`src/rtl/fetch_pkg.sv`:
```
// fetch_pkg: shared types and constants for the instruction-fetch stage.
//   fetch_state_e : fetch FSM states (FETCH / HOLD / REDIRECT)
//   if_id_t       : IF/ID pipeline register contents {insn, pc4, valid}
//   NOP_INSN      : instruction value used for bubbles and flushes
//   PC_STEP       : PC increment per sequential fetch
//   word_align()  : clears the two low address bits of a branch target
package fetch_pkg;

    typedef enum logic [1:0] {
        StFetch,
        StHold,
        StRedirect
    } fetch_state_e;

    localparam logic [31:0] NOP_INSN = 32'h0000_0000;
    localparam logic [31:0] PC_STEP  = 32'd4;

    typedef struct packed {
        logic [31:0] insn;
        logic [31:0] pc4;
        logic        valid;
    } if_id_t;

    function automatic logic [31:0] word_align(input logic [31:0] addr);
        return addr & ~32'h3;
    endfunction

endpackage

```
`src/rtl/fetch_skid.sv`:
```
// fetch_skid: one-entry instruction buffer that catches a response arriving
// while the pipeline is stalled.
//   clk, rst  : clock, asynchronous active-high reset
//   load_i    : capture data_i, mark entry valid
//   clear_i   : drop the entry (load_i wins if both are set)
//   data_i    : instruction to capture
//   data_o    : buffered instruction
//   valid_o   : entry holds an instruction
module fetch_skid (
    input  logic        clk,
    input  logic        rst,
    input  logic        load_i,
    input  logic        clear_i,
    input  logic [31:0] data_i,
    output logic [31:0] data_o,
    output logic        valid_o
);

    logic [31:0] data_q;
    logic        valid_q;

    always_ff @(posedge clk or posedge rst) begin
        if (rst) begin
            data_q  <= 32'h0;
            valid_q <= 1'b0;
        end else if (load_i) begin
            data_q  <= data_i;
            valid_q <= 1'b1;
        end else if (clear_i) begin
            valid_q <= 1'b0;
        end
    end

    assign data_o  = data_q;
    assign valid_o = valid_q;

endmodule

```
`src/rtl/if_fetch_stage.sv`:
```
// if_fetch_stage: instruction-fetch stage. Owns the PC, the instruction-memory
// request, and the IF/ID register. Freezes on Write=0, buffers a response that
// lands during a stall, and flushes on branch_taken.
//   clk, rst                     : clock, asynchronous active-high reset
//   Write                        : 1 = ID consumes IF/ID this cycle, 0 = stall
//   branch_taken, branch_target  : redirect request and new PC
//   imem_req, imem_addr          : fetch request (Moore outputs)
//   imem_ready, imem_rdata       : fetch response
//   if_id_insn/pc4/valid         : IF/ID register
//   stall_cycles, flush_count    : perf counters, present only when the
//                                  FETCH_PERF_EN macro is defined
module if_fetch_stage
    import fetch_pkg::*;
#(
    parameter logic [31:0] PC_RESET = 32'h0000_0000
) (
    input  logic        clk,
    input  logic        rst,
    input  logic        Write,
    input  logic        branch_taken,
    input  logic [31:0] branch_target,
    output logic        imem_req,
    output logic [31:0] imem_addr,
    input  logic        imem_ready,
    input  logic [31:0] imem_rdata,
    output logic [31:0] if_id_insn,
    output logic [31:0] if_id_pc4,
    output logic        if_id_valid
`ifdef FETCH_PERF_EN
    ,
    output logic [31:0] stall_cycles,
    output logic [31:0] flush_count
`endif
);

    fetch_state_e state_q, state_d;
    logic [31:0]  pc_q, pc_d;
    logic [31:0]  redir_q, redir_d;
    if_id_t       ifid_q, ifid_d;
    // Keeps imem_req low until the first edge after reset release.
    logic         started_q;

    logic         skid_load, skid_clear, skid_valid;
    logic [31:0]  skid_data;

    logic         rsp;
    logic [31:0]  pc_plus4;
    logic [31:0]  target;

    assign imem_req  = started_q && (state_q != StHold);
    assign imem_addr = pc_q;
    // A response only counts against a request we are actually making.
    assign rsp       = imem_ready && imem_req;
    assign pc_plus4  = pc_q + PC_STEP;
    assign target    = word_align(branch_target);

    fetch_skid u_skid (
        .clk     (clk),
        .rst     (rst),
        .load_i  (skid_load),
        .clear_i (skid_clear),
        .data_i  (imem_rdata),
        .data_o  (skid_data),
        .valid_o (skid_valid)
    );

    always_comb begin
        state_d    = state_q;
        pc_d       = pc_q;
        redir_d    = redir_q;
        ifid_d     = ifid_q;
        skid_load  = 1'b0;
        skid_clear = 1'b0;

        // Flush/bubble leave pc4 as it was.
        if (branch_taken) begin
            ifid_d.insn  = NOP_INSN;
            ifid_d.valid = 1'b0;
        end

        unique case (state_q)
            StFetch: begin
                if (branch_taken) begin
                    if (rsp) begin
                        pc_d = target;
                    end else begin
                        redir_d = target;
                        state_d = StRedirect;
                    end
                end else if (rsp) begin
                    if (Write) begin
                        ifid_d = '{insn: imem_rdata, pc4: pc_plus4, valid: 1'b1};
                        pc_d   = pc_plus4;
                    end else begin
                        skid_load = 1'b1;
                        state_d   = StHold;
                    end
                end else if (Write) begin
                    ifid_d.insn  = NOP_INSN;
                    ifid_d.valid = 1'b0;
                end
            end
            StHold: begin
                if (branch_taken) begin
                    skid_clear = 1'b1;
                    pc_d       = target;
                    state_d    = StFetch;
                end else if (Write && skid_valid) begin
                    ifid_d     = '{insn: skid_data, pc4: pc_plus4, valid: 1'b1};
                    pc_d       = pc_plus4;
                    skid_clear = 1'b1;
                    state_d    = StFetch;
                end
            end
            StRedirect: begin
                if (branch_taken) begin
                    redir_d = target;
                end
                // Stale response is discarded; the newest target wins.
                if (rsp) begin
                    pc_d    = branch_taken ? target : redir_q;
                    state_d = StFetch;
                end
            end
            default: state_d = StFetch;
        endcase
    end

    always_ff @(posedge clk or posedge rst) begin
        if (rst) begin
            state_q   <= StFetch;
            pc_q      <= PC_RESET;
            redir_q   <= 32'h0;
            ifid_q    <= '{insn: NOP_INSN, pc4: 32'h0, valid: 1'b0};
            started_q <= 1'b0;
        end else begin
            state_q   <= state_d;
            pc_q      <= pc_d;
            redir_q   <= redir_d;
            ifid_q    <= ifid_d;
            started_q <= 1'b1;
        end
    end

    assign if_id_insn  = ifid_q.insn;
    assign if_id_pc4   = ifid_q.pc4;
    assign if_id_valid = ifid_q.valid;

`ifdef FETCH_PERF_EN
    logic [31:0] stall_q, flush_q;

    always_ff @(posedge clk or posedge rst) begin
        if (rst) begin
            stall_q <= 32'h0;
            flush_q <= 32'h0;
        end else begin
            stall_q <= stall_q + {31'h0, ~Write};
            flush_q <= flush_q + {31'h0, branch_taken};
        end
    end

    assign stall_cycles = stall_q;
    assign flush_count  = flush_q;
`endif

endmodule

```
`config.mk`:
```
export PLATFORM = sky130hd
export DESIGN_NAME = if_fetch_stage
export DESIGN_NICKNAME = d
export VERILOG_FILES = /design/src/rtl/fetch_pkg.sv /design/src/rtl/fetch_skid.sv /design/src/rtl/if_fetch_stage.sv
export SDC_FILE = /design/constraint.sdc
export NUM_CORES = 1
export LEC_CHECK = 0
export ABC_AREA = 1
export CORE_ASPECT_RATIO = 0.5
export CORE_MARGIN = 1.5
export CORE_UTILIZATION = 52
export DETAILED_ROUTE_END_ITERATION = 10
export HOLD_SLACK_MARGIN = 0.05
export PLACE_DENSITY = 0.84
export SYNTH_ARGS = -nofsm -noshare
export SYNTH_HDL_FRONTEND = slang
export SYNTH_HIERARCHICAL = 1
export SYNTH_SLANG_ARGS = --single-unit
```
`constraint.sdc`:
```
create_clock -name clk -period 5.9 [get_ports clk]
set_input_delay 1.18 -clock clk [delete_from_list [all_inputs] [get_ports clk]]
set_output_delay 1.18 -clock clk [all_outputs]
set_load 0.005 [all_outputs]
```
* After elaboration in Yosys (flattened, before gate mapping)
Index checks and enable logic that the tools add are counted.
** Storage, ports and cells
- Word-level logic and storage cells :: 79
- Input bits :: 69
- Register bits after elaboration :: 165
** Operators by class
- Muxes and demuxes :: 41
- Add/subtract/negate cells :: 1
- Equality and inequality tests :: 16
- Reductions and logical operators :: 12
** Operator list (count)
- $mux 32 :: 14
- $mux 65 :: 4
- $pmux 65 s2 :: 1
- $pmux 32 s3 :: 1
- $pmux 32 s2 :: 1
- $add 32x3->32 const B :: 1
- $ne 2x2->1 const B :: 8
- $ne 3x3->1 const B :: 5
- $mux 2 :: 7
- $mux 1 :: 12
- $reduce_and 5->1 :: 2
- $pmux 2 s3 :: 1
- $reduce_and 6->1 :: 1
- $reduce_bool 2->1 :: 3
- $logic_and 1x1->1 :: 3
- $reduce_and 3->1 :: 1
- $reduce_bool 3->1 :: 1
- $eq 2x1->1 const B :: 1
- $eq 2x2->1 const B :: 1
- $logic_not 2->1 :: 1
- $ne 2x1->1 const B :: 1

* Longest topological paths before layout
Gate-level depths: netlist of run 1.
- Word-level depth :: 7
- Depth in mapped cells :: 12
- Gate-level depth less buffers :: 11

* By module
Netlist of run 1, hierarchy kept.
** Modules (own cells, without submodules)
- if_fetch_stage :: area an instance 7079.3 um2, times used 1, cells each 910
- fetch_skid :: area an instance 1330.0 um2, times used 1, cells each 141

* Least setup slack after synthesis of run 1
Ideal clock, no wire load.
- Path kind :: input-to-reg
- From :: in Write
- To :: reg ifid_q, in the netlist if_id_pc4[11]
- Path slack :: 3.657 ns
- Buffers on the path :: 2
- Data required time :: 5.782 ns
- Data arrival time :: 2.125 ns
- Cell stages on the path :: 9
- Cells stage by stage :: nand2_1 -> nor3_2 -> inv_2 -> nand2_4 -> inv_2 -> buf_6 -> buf_6 -> nand2_1 -> nand2_1
** On the way
- Cells in the longest elaborated chain, start to end :: 3
** RTL lines
- from (decl) :: line if_fetch_stage.sv:19 : input logic Write,
- $logic_and 1x1->1 :: line if_fetch_stage.sv:108 : end else if (Write && skid_valid) begin
- $ne 2x2->1 (no line)
- $reduce_and 6->1 (no line) *
- to (signal assigned) :: line if_fetch_stage.sv:134 : ifid_q <= '{insn: NOP_INSN, pc4: 32'h0, valid: 1'b0};
- to (signal assigned) :: line if_fetch_stage.sv:140 : ifid_q <= ifid_d;
- to (decl) :: line if_fetch_stage.sv:39 : if_id_t ifid_q, ifid_d;
Every way passes the cells marked *; elsewhere a longest branch is shown, timed or not.
A chain may end at the register's enable or synchronous reset.

* Worst setup path after layout of run 1
- From :: in Write
- To :: reg ifid_q, in the netlist if_id_pc4[10]
Same word-level chain as after synthesis.

==> results of run 1 <==
-- cell usage after synthesis (all sizes together) (2+ instances only) --
cell type / number
nand4: 3
xor2: 7
o21bai: 2
o221ai: 3
and2: 3
dfrtp: 165
o22ai: 3
a22oi: 39
o21ai: 75
nor3: 2
buf: 35
a21oi: 44
o31ai: 2
nor2: 72
inv: 76
clkbuf: 16
nand2: 411
nand3: 87
o211ai: 2
-- metal layers --
| metal | share of wire (%) | track usage [%] | up-vias |
|---|---|---|---|
| met1 | 44 | 41.0 | 3785 |
| met4 | 1.7 | 9.84 | 0 |
| met3 | 9.4 | 7.47 | 37 |
| met2 | 45 | 45.0 | 377 |
| li1 | - | - | 3674 |
| met5 | 0 | 0 | - |
-- registers in the layout (all words and copies together), names as in the netlist --
signal / cells
state_q: 2
if_id_insn: 32
if_id_pc4: 32
started_q: 1
u_skid/data_o: 32
redir_q: 32
imem_addr: 32
u_skid/valid_o: 1
if_id_valid: 1
-- cell type report --
class,count,share of cell area [%]
Sequential cell,165,38.9
Timing Repair Buffer,172,16.0
Inverter,76,2.78
Tap cell,204,2.41
Clock buffer,18,4.14
Multi-Input combinational cell,759,34.2
Clock inverter,14,1.56
-- report_power, final --
group | total (W) | internal [W] | switching [W]
Clock | 0.00116 | 0.000650 | 0.000506
Sequential | 0.00193 | 0.00156 | 0.000373
Combinational | 0.00175 | 0.000774 | 0.000973
Total | 0.00483 | 0.00298 | 0.00185
-- cell families (layout without fill, tap and decap cells) --
kind of cell	after synthesis	count (layout)	share of synthesized area (%)
XOR/XNOR	7	7	0.729
other	1	1	0.0446
buffers and inverters	127	280	7.92
adder cells (fa/ha/maj)	1	1	0.149
AND/OR/NAND/NOR	578	578	29.3
AO/OA/AOI/OAI	172	172	12.8
flip-flops	165	165	49.1
-- critical path, delay by kind of cell --
| kind | cells | cell delay (ps) |
|---|---|---|
| AOI/OAI and AO/OA | 1 | 100 |
| buffers and inverters | 3 | 970 |
| and+or+nand+nor | 4 | 1280 |
-- stage by stage --
stage          hold WS, ps  setup slack, ps
6_report               475             2610
5_1_grt                498             2430
4_1_cts                475             2630
3_5_place_dp           458             2190
3_3_place_gp           454             2220
2_1_floorplan          441             1190
-- worst max-delay path by stage --
stage / cells after the start / startpoint / to / slack, ps
floorplan: 1 / rst / if_id_insn[0] / 1190
global placement: 8 / Write / if_id_pc4[7] / 2220
finish: 8 / Write / if_id_pc4[10] / 2610
CTS: 8 / Write / if_id_pc4[10] / 2630
detailed placement: 8 / Write / if_id_pc4[10] / 2190
global route: 7 / state_q[0] / redir_q[23] / 2430
==> impl_metrics.xml, run 1 <==
<?xml version="1.0" encoding="UTF-8"?>
<metrics>
  <group name="final_layout">
    <metric name="postLayoutCellArea" unit="sq um">10600</metric>
    <metric name="multi_input_comb_area" unit="sq um">3620</metric>
    <metric name="area.growth.synth_to_final" unit="%">26.1</metric>
    <metric name="drive_gt1_share" unit="%">9.97</metric>
    <metric name="final_core_util" unit="%">67.9</metric>
    <metric name="design.final.nets" unit="">1261</metric>
    <metric name="most-common-layout-cells" unit="">nand2_1 (376), dfrtp_1 (165), clkdlybuf4s50_1 (163)</metric>
    <metric name="insertedDiodeCount" unit="">0</metric>
    <metric name="final_cell_count_no_fill" unit="">1408</metric>
    <metric name="mostFrequentLayoutCell" unit="">nand2_1</metric>
    <metric name="final.fill_count" unit="">1277</metric>
    <metric name="final-seq-area" unit="sq um">4130</metric>
  </group>
  <group name="cts">
    <metric name="clock_tree.root_cell" unit="">clkbuf_16</metric>
    <metric name="post_cts_hold_buffer_count" unit="">0</metric>
    <metric name="ctsLongestPathBuffers" unit="">2</metric>
    <metric name="clkTransAtPathRegs" unit="ps">70</metric>
    <metric name="tritoncts_num_sinks" unit="">165</metric>
    <metric name="postCtsResizedCells" unit="">0</metric>
    <metric name="cts-buffers-inserted" unit="">17</metric>
    <metric name="cts_tree" unit="">built</metric>
    <metric name="clock_h_tree_levels" unit="">4</metric>
    <metric name="cts_setup_buffers" unit="">0</metric>
    <metric name="clock_latency" unit="ps">430</metric>
  </group>
  <group name="critical_path">
    <metric name="critical_register_to_register_path_startpoint" unit="">state_q[0]</metric>
    <metric name="path_cells" unit="">clkdlybuf4s50_1 -&gt; nand2_1 -&gt; nor2_4 -&gt; inv_2 -&gt; nand2_4 -&gt; inv_2 -&gt; nand2_1 -&gt; o21ai_0</metric>
    <metric name="cp_arrival" unit="ps">3560</metric>
    <metric name="rrSetupSlack" unit="ps">2650</metric>
    <metric name="critical_path_required" unit="ps">6170</metric>
    <metric name="worst_setup_path_start_kind" unit="">input pin</metric>
    <metric name="max_stage_delay" unit="ps">680</metric>
    <metric name="slowest_stage" unit="">nor2_4</metric>
    <metric name="timing.reg2reg.worst_path_depth" unit="">7</metric>
    <metric name="worstPathMaxFanout" unit="">39</metric>
    <metric name="regToRegEndpoint" unit="">redir_q[20]</metric>
    <metric name="crit_path_end_kind" unit="">register</metric>
    <metric name="worstSetupPathType" unit="">input pin to register</metric>
  </group>
  <group name="yosys">
    <metric name="synth-seq-area-share" unit="%">49.1</metric>
    <metric name="netlist_top_cells_area" unit="">dfrtp_1 (49%), nand2_1 (17%), nand3_1 (5.2%), a22oi_1 (3.5%), o21ai_0 (3.2%)</metric>
    <metric name="netlist.top_cell.by_area" unit="">dfrtp_1</metric>
    <metric name="synth_edf_count" unit="">0</metric>
    <metric name="synth.avg_cell_area" unit="sq um">8.00</metric>
    <metric name="post_synth_instance_area" unit="sq um">8410</metric>
    <metric name="yosys_register_bits" unit="">165</metric>
    <metric name="synth_nets" unit="">1121</metric>
    <metric name="synthesis.instances" unit="">1051</metric>
    <metric name="synth_top_flop_cell" unit="">dfrtp_1</metric>
    <metric name="synth_cell_type_count" unit="">38</metric>
    <metric name="asyncSetResetFlopFracSynth" unit="%">100</metric>
    <metric name="synth-warning-count" unit="">6</metric>
    <metric name="synth_largest_type_area_fraction" unit="%">49.1</metric>
  </group>
  <group name="die">
    <metric name="start_util" unit="%">53.9</metric>
    <metric name="die-area" unit="sq um">17000</metric>
    <metric name="floorplan.die.height" unit="um">92.9</metric>
    <metric name="die_width" unit="um">183</metric>
    <metric name="design.portCount" unit="">167</metric>
    <metric name="core_outline_area" unit="sq um">15600</metric>
    <metric name="floorplan.rows" unit="">32</metric>
  </group>
  <group name="placement">
    <metric name="globalplace.congestion" unit="">0.910</metric>
    <metric name="number_of_cells_in_the_design_after_placement" unit="">1376</metric>
    <metric name="detailed_place_hpwl" unit="mm">16.0</metric>
    <metric name="io_buffer_count" unit="">164</metric>
    <metric name="placed_area" unit="sq um">10000</metric>
  </group>
  <group name="grt">
    <metric name="grt_antenna_before_repair" unit="">0</metric>
    <metric name="grt_first_pass_wirelength" unit="mm">38.8</metric>
    <metric name="grt_overflow" unit="">0</metric>
    <metric name="grtUsageTotal" unit="%">29.4</metric>
    <metric name="grt_start_max_net_pins" unit="">79</metric>
    <metric name="first_global_vias" unit="">7489</metric>
  </group>
  <group name="hold_path">
    <metric name="worstHoldStart" unit="">u_skid/data_o[29]</metric>
    <metric name="min_path_type" unit="">register to register</metric>
    <metric name="min_path_cells" unit="">2</metric>
    <metric name="hold_path_end" unit="">u_skid/data_o[29]</metric>
  </group>
  <group name="routing">
    <metric name="finalWirelength" unit="mm">24.1</metric>
    <metric name="firstDrtPassIters" unit="">6</metric>
    <metric name="drtAntennaViolNets" unit="">0</metric>
    <metric name="avgViaCountPerCell" unit="">5.59</metric>
    <metric name="drt_initial_violations" unit="">835</metric>
    <metric name="routedWlPerCell" unit="um">17.1</metric>
    <metric name="remaining_drc_errors" unit="">0</metric>
    <metric name="dr_total_vias" unit="">7873</metric>
  </group>
  <group name="sta">
    <metric name="setup_viol" unit="">0</metric>
    <metric name="max_freq" unit="MHz">304</metric>
    <metric name="timing.setup.tns" unit="ps">0</metric>
    <metric name="final-hold-violation-count" unit="">0</metric>
    <metric name="rsz0062_at_grt" unit="">false</metric>
    <metric name="timing.clock.skew" unit="ps">10.9</metric>
    <metric name="fin_crit_sh" unit="%">55.7</metric>
    <metric name="tightestPinTransition" unit="ps">1020</metric>
    <metric name="finalCriticalPeriod" unit="ps">3290</metric>
    <metric name="report.final.slew_viol_count" unit="">0</metric>
    <metric name="timing.max_slew.rel_slack" unit="%">31.9</metric>
  </group>
  <group name="power_and_ir_drop">
    <metric name="total_leakage_power" unit="nW">5.14</metric>
    <metric name="power.ir.vdd_worst" unit="uV">228</metric>
    <metric name="pwr_density_cell" unit="nW/um^2">456</metric>
    <metric name="total_power" unit="W">0.00483</metric>
  </group>
  <group name="run_status">
    <metric name="run_status" unit="">finished, final reports clean</metric>
  </group>
  <group name="job">
    <metric name="max_cap_violations" unit="">0</metric>
  </group>
</metrics>
(Power assumes the default switching activity.)
==> inputs of run 2 (changes only) <==
==> constraint.sdc (replaced) <==
create_clock -name clk -period 3.1 [get_ports clk]
set_input_delay 0.62 -clock clk [delete_from_list [all_inputs] [get_ports clk]]
set_output_delay 0.62 -clock clk [all_outputs]
set_load 0.005 [all_outputs]
==> run 2 against run 1 <==
Net effect: sequential power grew 89%; via count shrank 1.3%; worst setup slack lost 1800 ps; sequential share of layout area shrank 0.37 points; clock-buffer cell count shrank 1; final cell count grew 0.57%; global-route usage shrank 0.48 points; clock power grew 84%.
==> impl_metrics.xml, run 2 (synthesis results as in run 1) <==
<?xml version="1.0" encoding="UTF-8"?>
<metrics>
  <group name="sta">
    <metric name="rsz0062_at_grt" unit="">false</metric>
    <metric name="fin_crit_sh" unit="%">74.0</metric>
    <metric name="max_freq" unit="MHz">436</metric>
    <metric name="timing.max_slew.rel_slack" unit="%">57.7</metric>
    <metric name="timing.clock.skew" unit="ps">15.1</metric>
    <metric name="layout_setup_ws" unit="ps">805</metric>
    <metric name="report.final.slew_viol_count" unit="">0</metric>
    <metric name="timing.setup.tns" unit="ps">0</metric>
    <metric name="setup_viol" unit="">0</metric>
    <metric name="final-hold-violation-count" unit="">0</metric>
    <metric name="tightestPinTransition" unit="ps">635</metric>
    <metric name="finalCriticalPeriod" unit="ps">2290</metric>
  </group>
  <group name="power_and_ir_drop">
    <metric name="total_leakage_power" unit="nW">5.19</metric>
    <metric name="pwr_density_cell" unit="nW/um^2">859</metric>
    <metric name="power.ir.vdd_worst" unit="uV">492</metric>
  </group>
  <group name="cts">
    <metric name="ctsLongestPathBuffers" unit="">2</metric>
    <metric name="postCtsResizedCells" unit="">0</metric>
    <metric name="cts_setup_buffers" unit="">0</metric>
    <metric name="clkTransAtPathRegs" unit="ps">70</metric>
    <metric name="post_cts_hold_buffer_count" unit="">0</metric>
    <metric name="clock_latency" unit="ps">430</metric>
    <metric name="cts-buffers-inserted" unit="">17</metric>
    <metric name="clock_tree.root_cell" unit="">clkbuf_16</metric>
    <metric name="clock_h_tree_levels" unit="">4</metric>
    <metric name="tritoncts_num_sinks" unit="">165</metric>
    <metric name="cts_tree" unit="">built</metric>
  </group>
  <group name="critical_path">
    <metric name="worst_setup_path_start_kind" unit="">register</metric>
    <metric name="dominant_delay_contributor_by_cell_family_on_the_critical_path" unit="">simple AND/OR/NAND/NOR gates</metric>
    <metric name="critical_path_required" unit="ps">3440</metric>
    <metric name="path_cells" unit="">ha_1 -&gt; nand2_1 -&gt; nor2_1 -&gt; nand2_1 -&gt; nor2_1 -&gt; nand2_1 -&gt; nand2_1 -&gt; nand3_1 -&gt; nand2_1 -&gt; nand2_1 -&gt; a21oi_1</metric>
    <metric name="worstPathMaxFanout" unit="">6</metric>
    <metric name="critical-path-top-cell-by-count" unit="">nand2_1</metric>
    <metric name="worstSetupPathType" unit="">register to register</metric>
    <metric name="cp_arrival" unit="ps">2640</metric>
    <metric name="crit_path_end_kind" unit="">register</metric>
    <metric name="max_stage_delay" unit="ps">470</metric>
    <metric name="slowest_stage" unit="">dfrtp_1</metric>
    <metric name="path_buf_inv" unit="">0</metric>
  </group>
  <group name="grt">
    <metric name="first_global_vias" unit="">7372</metric>
    <metric name="grt_first_pass_wirelength" unit="mm">38.3</metric>
    <metric name="grt_overflow" unit="">0</metric>
    <metric name="grtUsageTotal" unit="%">29.0</metric>
    <metric name="grt_antenna_before_repair" unit="">0</metric>
    <metric name="grt_start_max_net_pins" unit="">76</metric>
  </group>
  <group name="die">
    <metric name="design.portCount" unit="">167</metric>
    <metric name="start_util" unit="%">53.9</metric>
    <metric name="die_width" unit="um">183</metric>
    <metric name="floorplan.rows" unit="">32</metric>
    <metric name="core_outline_area" unit="sq um">15600</metric>
    <metric name="die-area" unit="sq um">17000</metric>
    <metric name="floorplan.die.height" unit="um">92.9</metric>
  </group>
  <group name="routing">
    <metric name="finalWirelength" unit="mm">23.9</metric>
    <metric name="avgViaCountPerCell" unit="">5.49</metric>
    <metric name="firstDrtPassIters" unit="">6</metric>
    <metric name="routedWlPerCell" unit="um">16.9</metric>
    <metric name="drtAntennaViolNets" unit="">0</metric>
    <metric name="drt_initial_violations" unit="">753</metric>
    <metric name="dr_total_vias" unit="">7774</metric>
    <metric name="remaining_drc_errors" unit="">0</metric>
  </group>
  <group name="final_layout">
    <metric name="mostFrequentLayoutCell" unit="">nand2_1</metric>
    <metric name="insertedDiodeCount" unit="">0</metric>
    <metric name="design.final.nets" unit="">1269</metric>
    <metric name="final-seq-area" unit="sq um">4130</metric>
    <metric name="multi_input_comb_area" unit="sq um">3620</metric>
    <metric name="area.growth.synth_to_final" unit="%">27.3</metric>
    <metric name="drive_gt1_share" unit="%">10.6</metric>
    <metric name="final.fill_count" unit="">1241</metric>
    <metric name="most-common-layout-cells" unit="">nand2_1 (376), dfrtp_1 (165), clkdlybuf4s50_1 (163)</metric>
  </group>
  <group name="run_status">
    <metric name="run_status" unit="">finished, final reports clean</metric>
  </group>
  <group name="placement">
    <metric name="detailed_place_hpwl" unit="mm">16.4</metric>
    <metric name="globalplace.congestion" unit="">0.935</metric>
    <metric name="dpl_worst_slack" unit="ps">498</metric>
    <metric name="io_buffer_count" unit="">164</metric>
  </group>
  <group name="hold_path">
    <metric name="min_path_type" unit="">register to register</metric>
  </group>
  <group name="job">
    <metric name="max_cap_violations" unit="">0</metric>
  </group>
</metrics>
[run 2: changes by cell type in the layout (fill, tap and decap cells not counted), sizes merged]
cell / before / now
buf: 9 / 17
clkinv: 4 / 8
bufinv: 2 / 0
clkbuf: 18 / 17
inv: 83 / 82
[run 2: routing by layer]
metal	routed length, um	up-vias	share of wire (%)	track usage (%)
li1	-	3705	-	-
met5	0	-	0	0
met4	251	0	1.1	6.22
met2	10900	382	46	45.4
met3	2220	30	9.3	6.61
met1	10500	3657	44	41.2
[run 2: area by class of cell]
type / instances / area share (%)
Clock buffer: 17 / 3.97
Clock inverter: 15 / 1.69
Inverter: 76 / 2.77
Multi-Input combinational cell: 759 / 33.8
Sequential cell: 165 / 38.6
Tap cell: 204 / 2.38
Timing Repair Buffer: 180 / 16.8
[run 2: stage by stage]
step	util, %	power, W	std cells	instance area [sq um]	hold slack, ps
final	68.6	0.00919	1416	10700	470
after global routing	68.6	0.00975	1416	10700	497
after CTS	68.6	0.00918	1416	10700	477
after detailed placement	64.7	0.00703	1384	10100	458
after global placement	64.7	0.00687	1384	10100	454
after floorplan	-	0.00549	1051	8410	441
[run 2: report_power, final]
| part | switching [W] | internal (W) |
|---|---|---|
| Clock | 0.00104 | 0.00110 |
| Sequential | 0.000690 | 0.00296 |
| Combinational | 0.00187 | 0.00153 |
| Total | 0.00360 | 0.00559 |
[run 2: path summary, 6_finish.rpt]
path,slack (ps),to,startpoint,cells past startpoint
hold / removal,470,if_id_pc4[3],if_id_pc4[3],2
max in group asynchronous,1710,if_id_pc4[17],rst,3
min in group asynchronous,630,imem_addr[0],rst,2
setup / recovery,810,imem_addr[26],imem_addr[2],11
setup reg to reg,810,imem_addr[26],imem_addr[2],11
hold reg to reg,470,if_id_pc4[3],if_id_pc4[3],2
[run 2: worst register-to-register path: stages (launching register included)]
cell     delay [ps]
dfrtp_1         470
ha_1            250
nand2_1          70
nor2_1          180
nand2_1         200
nor2_1          320
nand2_1          90
nand2_1          90
nand3_1         170
nand2_1         160
nand2_1          70
a21oi_1         160
